## src/rtl/mem_arbiter.sv

```systemverilog
// mem_arbiter: two-port (fetch/data) arbiter in front of a single mem_sys.
// A grant runs IDLE -> ISSUE -> RESP. mem_bus carries the latched request only
// during ISSUE; the completion pulse and read data appear in RESP.
// mem_sys returns data_out during the ISSUE cycle, and that value is registered
// into rdata on the edge into RESP, so it is valid in the same cycle as ack.
// Optional build macro: MEM_ARB_FIXED_PRIO_EN -- a tie always goes to port 0
// instead of alternating round robin.

package mem_arb_pkg;
    typedef struct packed {
        logic [2:0]  mode;
        logic [31:0] address;
        logic [31:0] offset;
        logic [31:0] data;
    } mem_in_bus_t;
endpackage

module mem_arbiter #(
    parameter int CNT_W = 16
) (
    input  logic                     clk,
    input  logic                     reset,
    input  logic                     req0,
    input  logic                     req1,
    input  logic [2:0]               mode0,
    input  logic [2:0]               mode1,
    input  logic [31:0]              addr0,
    input  logic [31:0]              addr1,
    input  logic [31:0]              off0,
    input  logic [31:0]              off1,
    input  logic [31:0]              wdata0,
    input  logic [31:0]              wdata1,
    output logic                     ack0,
    output logic                     ack1,
    output logic [31:0]              rdata0,
    output logic [31:0]              rdata1,
    output logic                     err0,
    output logic                     err1,
    output mem_arb_pkg::mem_in_bus_t mem_bus,
    input  logic [31:0]              mem_data,
    output logic [CNT_W-1:0]         grant_cnt0,
    output logic [CNT_W-1:0]         grant_cnt1
);

    localparam logic [2:0] MODE_NOP = 3'b100;

    typedef enum logic [1:0] {IDLE, ISSUE, RESP} state_t;

    state_t             state_q, state_d;
    logic               rr_q, rr_d;       // port granted last
    logic               gnt_q, gnt_d;     // port owning the current transaction
    logic [2:0]         mode_q, mode_d;
    logic [31:0]        addr_q, addr_d;
    logic [31:0]        off_q, off_d;
    logic [31:0]        data_q, data_d;
    logic               bad_q, bad_d;     // requested mode was illegal
    logic               ack0_q, ack0_d, ack1_q, ack1_d;
    logic               err0_q, err0_d, err1_q, err1_d;
    logic [31:0]        rdata0_q, rdata0_d, rdata1_q, rdata1_d;
    logic [CNT_W-1:0]   cnt0_q, cnt0_d, cnt1_q, cnt1_d;

    logic               gnt_sel;
    logic [2:0]         sel_mode;
    logic               sel_bad;

    function automatic logic [CNT_W-1:0] sat_inc(input logic [CNT_W-1:0] v);
        return (&v) ? v : v + 1'b1;
    endfunction

    function automatic logic returns_data(input logic [2:0] m);
        return (m == 3'b000) || (m == 3'b010) || (m == 3'b111);
    endfunction

    // Pick the winning port for the current IDLE cycle.
    always_comb begin
        if (req0 && req1) begin
`ifdef MEM_ARB_FIXED_PRIO_EN
            gnt_sel = 1'b0;
`else
            gnt_sel = ~rr_q;
`endif
        end else begin
            gnt_sel = req1;
        end
        sel_mode = gnt_sel ? mode1 : mode0;
        sel_bad  = (sel_mode == 3'b101) || (sel_mode == 3'b110);
    end

    // Next-state and next-output logic for the IDLE/ISSUE/RESP sequence.
    always_comb begin
        state_d  = state_q;
        rr_d     = rr_q;
        gnt_d    = gnt_q;
        mode_d   = mode_q;
        addr_d   = addr_q;
        off_d    = off_q;
        data_d   = data_q;
        bad_d    = bad_q;
        ack0_d   = 1'b0;
        ack1_d   = 1'b0;
        err0_d   = 1'b0;
        err1_d   = 1'b0;
        rdata0_d = rdata0_q;
        rdata1_d = rdata1_q;
        cnt0_d   = cnt0_q;
        cnt1_d   = cnt1_q;
        case (state_q)
            IDLE: begin
                if (req0 || req1) begin
                    state_d = ISSUE;
                    gnt_d   = gnt_sel;
                    rr_d    = gnt_sel;
                    mode_d  = sel_bad ? MODE_NOP : sel_mode;
                    bad_d   = sel_bad;
                    addr_d  = gnt_sel ? addr1  : addr0;
                    off_d   = gnt_sel ? off1   : off0;
                    data_d  = gnt_sel ? wdata1 : wdata0;
                    if (gnt_sel) cnt1_d = sat_inc(cnt1_q);
                    else         cnt0_d = sat_inc(cnt0_q);
                end
            end
            ISSUE: begin
                state_d = RESP;
                if (gnt_q) begin
                    ack1_d = 1'b1;
                    err1_d = bad_q;
                    if (returns_data(mode_q)) rdata1_d = mem_data;
                end else begin
                    ack0_d = 1'b1;
                    err0_d = bad_q;
                    if (returns_data(mode_q)) rdata0_d = mem_data;
                end
            end
            RESP:    state_d = IDLE;
            default: state_d = IDLE;
        endcase
    end

    // State and output registers; reset abandons any transaction in flight.
    always_ff @(posedge clk or posedge reset) begin
        if (reset) begin
            state_q  <= IDLE;
            rr_q     <= 1'b1;
            gnt_q    <= 1'b0;
            mode_q   <= MODE_NOP;
            addr_q   <= '0;
            off_q    <= '0;
            data_q   <= '0;
            bad_q    <= 1'b0;
            ack0_q   <= 1'b0;
            ack1_q   <= 1'b0;
            err0_q   <= 1'b0;
            err1_q   <= 1'b0;
            rdata0_q <= '0;
            rdata1_q <= '0;
            cnt0_q   <= '0;
            cnt1_q   <= '0;
        end else begin
            state_q  <= state_d;
            rr_q     <= rr_d;
            gnt_q    <= gnt_d;
            mode_q   <= mode_d;
            addr_q   <= addr_d;
            off_q    <= off_d;
            data_q   <= data_d;
            bad_q    <= bad_d;
            ack0_q   <= ack0_d;
            ack1_q   <= ack1_d;
            err0_q   <= err0_d;
            err1_q   <= err1_d;
            rdata0_q <= rdata0_d;
            rdata1_q <= rdata1_d;
            cnt0_q   <= cnt0_d;
            cnt1_q   <= cnt1_d;
        end
    end

    // mem_bus shows the latched request only in ISSUE, a zeroed no-op otherwise.
    always_comb begin
        mem_bus.mode    = MODE_NOP;
        mem_bus.address = '0;
        mem_bus.offset  = '0;
        mem_bus.data    = '0;
        if (state_q == ISSUE) begin
            mem_bus.mode    = mode_q;
            mem_bus.address = addr_q;
            mem_bus.offset  = off_q;
            mem_bus.data    = data_q;
        end
    end

    assign ack0       = ack0_q;
    assign ack1       = ack1_q;
    assign err0       = err0_q;
    assign err1       = err1_q;
    assign rdata0     = rdata0_q;
    assign rdata1     = rdata1_q;
    assign grant_cnt0 = cnt0_q;
    assign grant_cnt1 = cnt1_q;

endmodule

```

## config.mk

```make
export PLATFORM = sky130hd
export DESIGN_NAME = mem_arbiter
export DESIGN_NICKNAME = d
export VERILOG_FILES = /design/src/rtl/mem_arbiter.sv
export SDC_FILE = /design/constraint.sdc
export NUM_CORES = 1
export LEC_CHECK = 0
export BUFFER_PORTS_ARGS = -buffer_cell sky130_fd_sc_hd__buf_4
export CAP_MARGIN = 20
export CORE_AREA = 10 10 162 164
export DETAILED_ROUTE_END_ITERATION = 8
export DIE_AREA = 0 0 172 174
export GPL_TIMING_DRIVEN = 0
export HOLD_SLACK_MARGIN = 0.15
export PLACE_DENSITY = 0.82
export SYNTH_ARGS = -nofsm -noshare
export SYNTH_HDL_FRONTEND = slang
export SYNTH_SLANG_ARGS = --single-unit
```

## constraint.sdc

```tcl
create_clock -name clk -period 13.51 [get_ports clk]
set_input_delay 3.3775 -clock clk [delete_from_list [all_inputs] [get_ports clk]]
set_output_delay 3.3775 -clock clk [all_outputs]
set_load 0.01 [all_outputs]
```

==> qor.csv <==
metric,value,unit
status,finished clean,
Netlist cell types,44,
cell taking the most area after synthesis,dfrtp_1,
WL per Instance,20.6,microns
cell count after placement,1576,
max-cap viol count,0,
Root Buffer Master,clkbuf_16,
LEAKAGE,6.77,nW
Crit Path Category,reg -> out,
Fin. Hold Viols,0,
met2 wire length,17000,microns
vias,8052,
GRT Total Usage,21.3,%
worst r2r path cells,6,
row count,56,
Clock Path Buffers,3,
CTS tree,built,
Worst Hold Depth,2,
Initial Util,41.0,%
r2r startpoint,state_q[0]$_DFFE_PP0P_,
fin crit share,43.6,%
max-slew violations,0,
setup tns final,0,ps
metal3 WL,3300,microns
Top Metal Used,met4,
Synth Net Count,1089,
number of synthesized register bits,204,
ANT nets after route,0,
1st-iter DRT viols,451,
DP Wirelength,26600,microns
crit end category,primary output,
pin count of the biggest net entering global routing,126,
CP Launch Type,flop,
minimum clock period,5900,ps
drt total wl,33300,microns
Worst Hold Class,reg -> reg,
Hold Buf Count CTS,0,
number of buffers inserted by post-CTS setup repair,0,
yosys warns,0,
DRC,0,
CTS resizes,0,
Clock transition at path regs,60,ps
finished layout cell area,13900,sq um
"most used cell, CP",clkbuf_1,
Rel. slew slack,53.7,%
sequential area share after synthesis,53.8,%
RD Place Congestion,0.804,
DRT met1 WL,12300,microns
area grow syn2layout,46.3,%
sum of buffers and inverters on the critical path,3,
fin cells,1618,
CORE AREA,23100,sq um
placed cell area,13100,sq um
# port buffers,432,
Critical Path Fanout Max,10,
peak supply drop,0.130,mV
Die Y,174,microns
initial antenna violation count,1,
delay of the slowest critical-path stage,550,ps
Die Span X,172,microns
Critical-path top delay cell,clkbuf_1,
top-area cell type share of the netlist area,53.3,%
end of the worst hold path,rr_q$_DFFE_PP1P_,
Worst Hold Launch,rr_q$_DFFE_PP1P_,
Worst-Skew Late Latency,510,ps
Worst EP arrival,2520,ps
layout cell share with drive strength beyond 1,39.4,%
PD cells,219,nW/um^2
Setup-failing EPs final,0,
CTS Sinks,204,
WP data required,10130,ps
CTS H-tree lvls,1,
"Critical Path, Cell by Cell",and2b_1 -> clkbuf_1 -> clkbuf_1 -> and2_1 -> buf_4,
RR Endpoint,data_q[26]$_DFFE_PP0P_,
Final #Nets,1547,
Top Ports,433,
Mapped Cells,853,
"CP delay by family, top",buffers and inverters,
RSZ-0062 raised after global routing,no,
internal reg-to-reg setup slack,11530,ps
vias in the first global route,8793,
Worst Max-Slew Pin Slew,695,ps
Area contributors post-synth,"dfrtp_1 53%, mux2i_1 10%, mux2_1 7.7%",
first-pass GRT wire length,50200,microns
CTS Buf Count,23,
first-pass detailed-route iteration total,4,
synthesized area,9490,sq um
Setup Skew,15.0,ps
total gr overflow,0,
die area,29900,sq um
"Avg Cell Area, Syn",11.1,sq um
Max Clk Rate,170,MHz
DR vias/cell,4.98,
-- routing by layer --
metal  GRT usage [%]  up-vias
met1            23.5     3885
met5               0        -
li1                -     3811
met2            37.7      308
met4            5.39        0
met3            7.50       48
-- report_power, final --
part           leakage (nW)  internal [mW]  switching, mW
Combinational          4.04          0.662          0.729
Clock                 0.364          0.364          0.251
Sequential             2.37          0.888          0.148
-- worst register-to-register path: stages, from the launching register on --
cell	delay, ps
dfrtp_1	400
nor2_4	230
o21a_1	160
buf_2	150
buf_2	300
clkbuf_1	440
a21oi_1	160
-- worst max path at each step --
| stage | startpoint | endpoint | cells past startpoint | slack [ps] |
|---|---|---|---|---|
| floorplan | reset | ack0$_DFF_PP0_ | 1 | 4570 |
| global placement | reset | off_q[27]$_DFFE_PP0P_ | 2 | 2340 |
| global route | state_q[1]$_DFFE_PP0P_ | mem_bus[67] | 5 | 7480 |
| CTS | state_q[1]$_DFFE_PP0P_ | mem_bus[67] | 5 | 7540 |
| detailed placement | state_q[1]$_DFFE_PP0P_ | mem_bus[67] | 5 | 8080 |
| finish | state_q[1]$_DFFE_PP0P_ | mem_bus[67] | 5 | 7610 |
-- cell usage after synthesis --
| library cell | instances |
|---|---|
| a21boi_2 | 1 |
| a21o_1 | 1 |
| a21oi_1 | 103 |
| a21oi_2 | 1 |
| a31oi_1 | 5 |
| and2_1 | 101 |
| and2b_1 | 1 |
| and3_1 | 6 |
| and3_4 | 2 |
| and4_1 | 2 |
| and4_4 | 1 |
| buf_2 | 25 |
| buf_4 | 9 |
| buf_6 | 1 |
| clkbuf_1 | 16 |
| clkbuf_4 | 1 |
| dfrtp_1 | 202 |
| dfstp_2 | 2 |
| ha_1 | 2 |
| inv_1 | 6 |
| mux2_1 | 65 |
| mux2i_1 | 97 |
| nand2_1 | 17 |
| nand2b_1 | 3 |
| nand3_1 | 7 |
| nand3_2 | 1 |
| nand4_1 | 12 |
| nand4_4 | 1 |
| nor2_1 | 111 |
| nor2_2 | 2 |
| nor2_4 | 1 |
| nor2b_1 | 1 |
| nor3_1 | 4 |
| nor3_2 | 1 |
| nor4_2 | 2 |
| o211ai_1 | 1 |
| o21a_1 | 1 |
| o21ai_0 | 2 |
| o21ai_1 | 3 |
| or2b_1 | 1 |
| or3_1 | 1 |
| or3b_4 | 1 |
| xnor2_1 | 18 |
| xor2_1 | 12 |
-- state kept, by name, indices dropped and copies added, names as in the netlist, 2 cells and up --
register	count
addr_q	32
data_q	32
grant_cnt0	16
grant_cnt1	16
mode_q	3
off_q	32
rdata0	32
rdata1	32
state_q	2
-- cell usage in the layout, fill, tap and decap left out, types with 17 or more instances in the layout --
master	synthesis	final
buf_4	9	441
and2_1	101	101
mux2i_1	97	97
nand2_1	17	17
nor2_1	111	111
mux2_1	65	65
buf_2	25	25
dfrtp_1	202	202
a21oi_1	103	103
clkbuf_16	0	23
clkbuf_1	16	20
xnor2_1	18	18
-- area by class of cell --
| type | count | area, sq um |
|---|---|---|
| inverters | 6 | 30.0 |
| fillers | 1929 | 9250 |
| clock inverters | 12 | 130 |
| multi-input cells | 591 | 4080 |
| clock buffers | 29 | 618 |
| flip-flops and latches | 204 | 5110 |
| plain buffers | 52 | 272 |
| diodes | 1 | 2.50 |
| repair buffers | 433 | 3270 |
| well taps | 290 | 363 |
-- through the flow --
step	hold WS (ps)	power [mW]	worst slack, ps	util [%]
2_1_floorplan	463	1.73	4570	-
3_3_place_gp	474	2.41	2340	56.6
3_5_place_dp	478	2.45	8080	56.8
4_1_cts	488	3.08	7540	60.0
5_1_grt	503	3.25	7480	60.0
6_report	488	3.04	7610	60.0
-- logic make-up (layout without fill, tap and decap cells) --
group           after synthesis  count (layout)  share of synthesized area (%)
buf+inv                      58             532                           3.10
compound gates              118             118                           6.48
xor+xnor                     30              30                           2.77
simple gates                279             279                           15.6
mux                         162             162                           18.0
fa+ha+maj                     2               2                          0.264
other cells                   0               1                              0
flops                       204             204                           53.8
No activity file was read; power rests on OpenSTA's default activity.
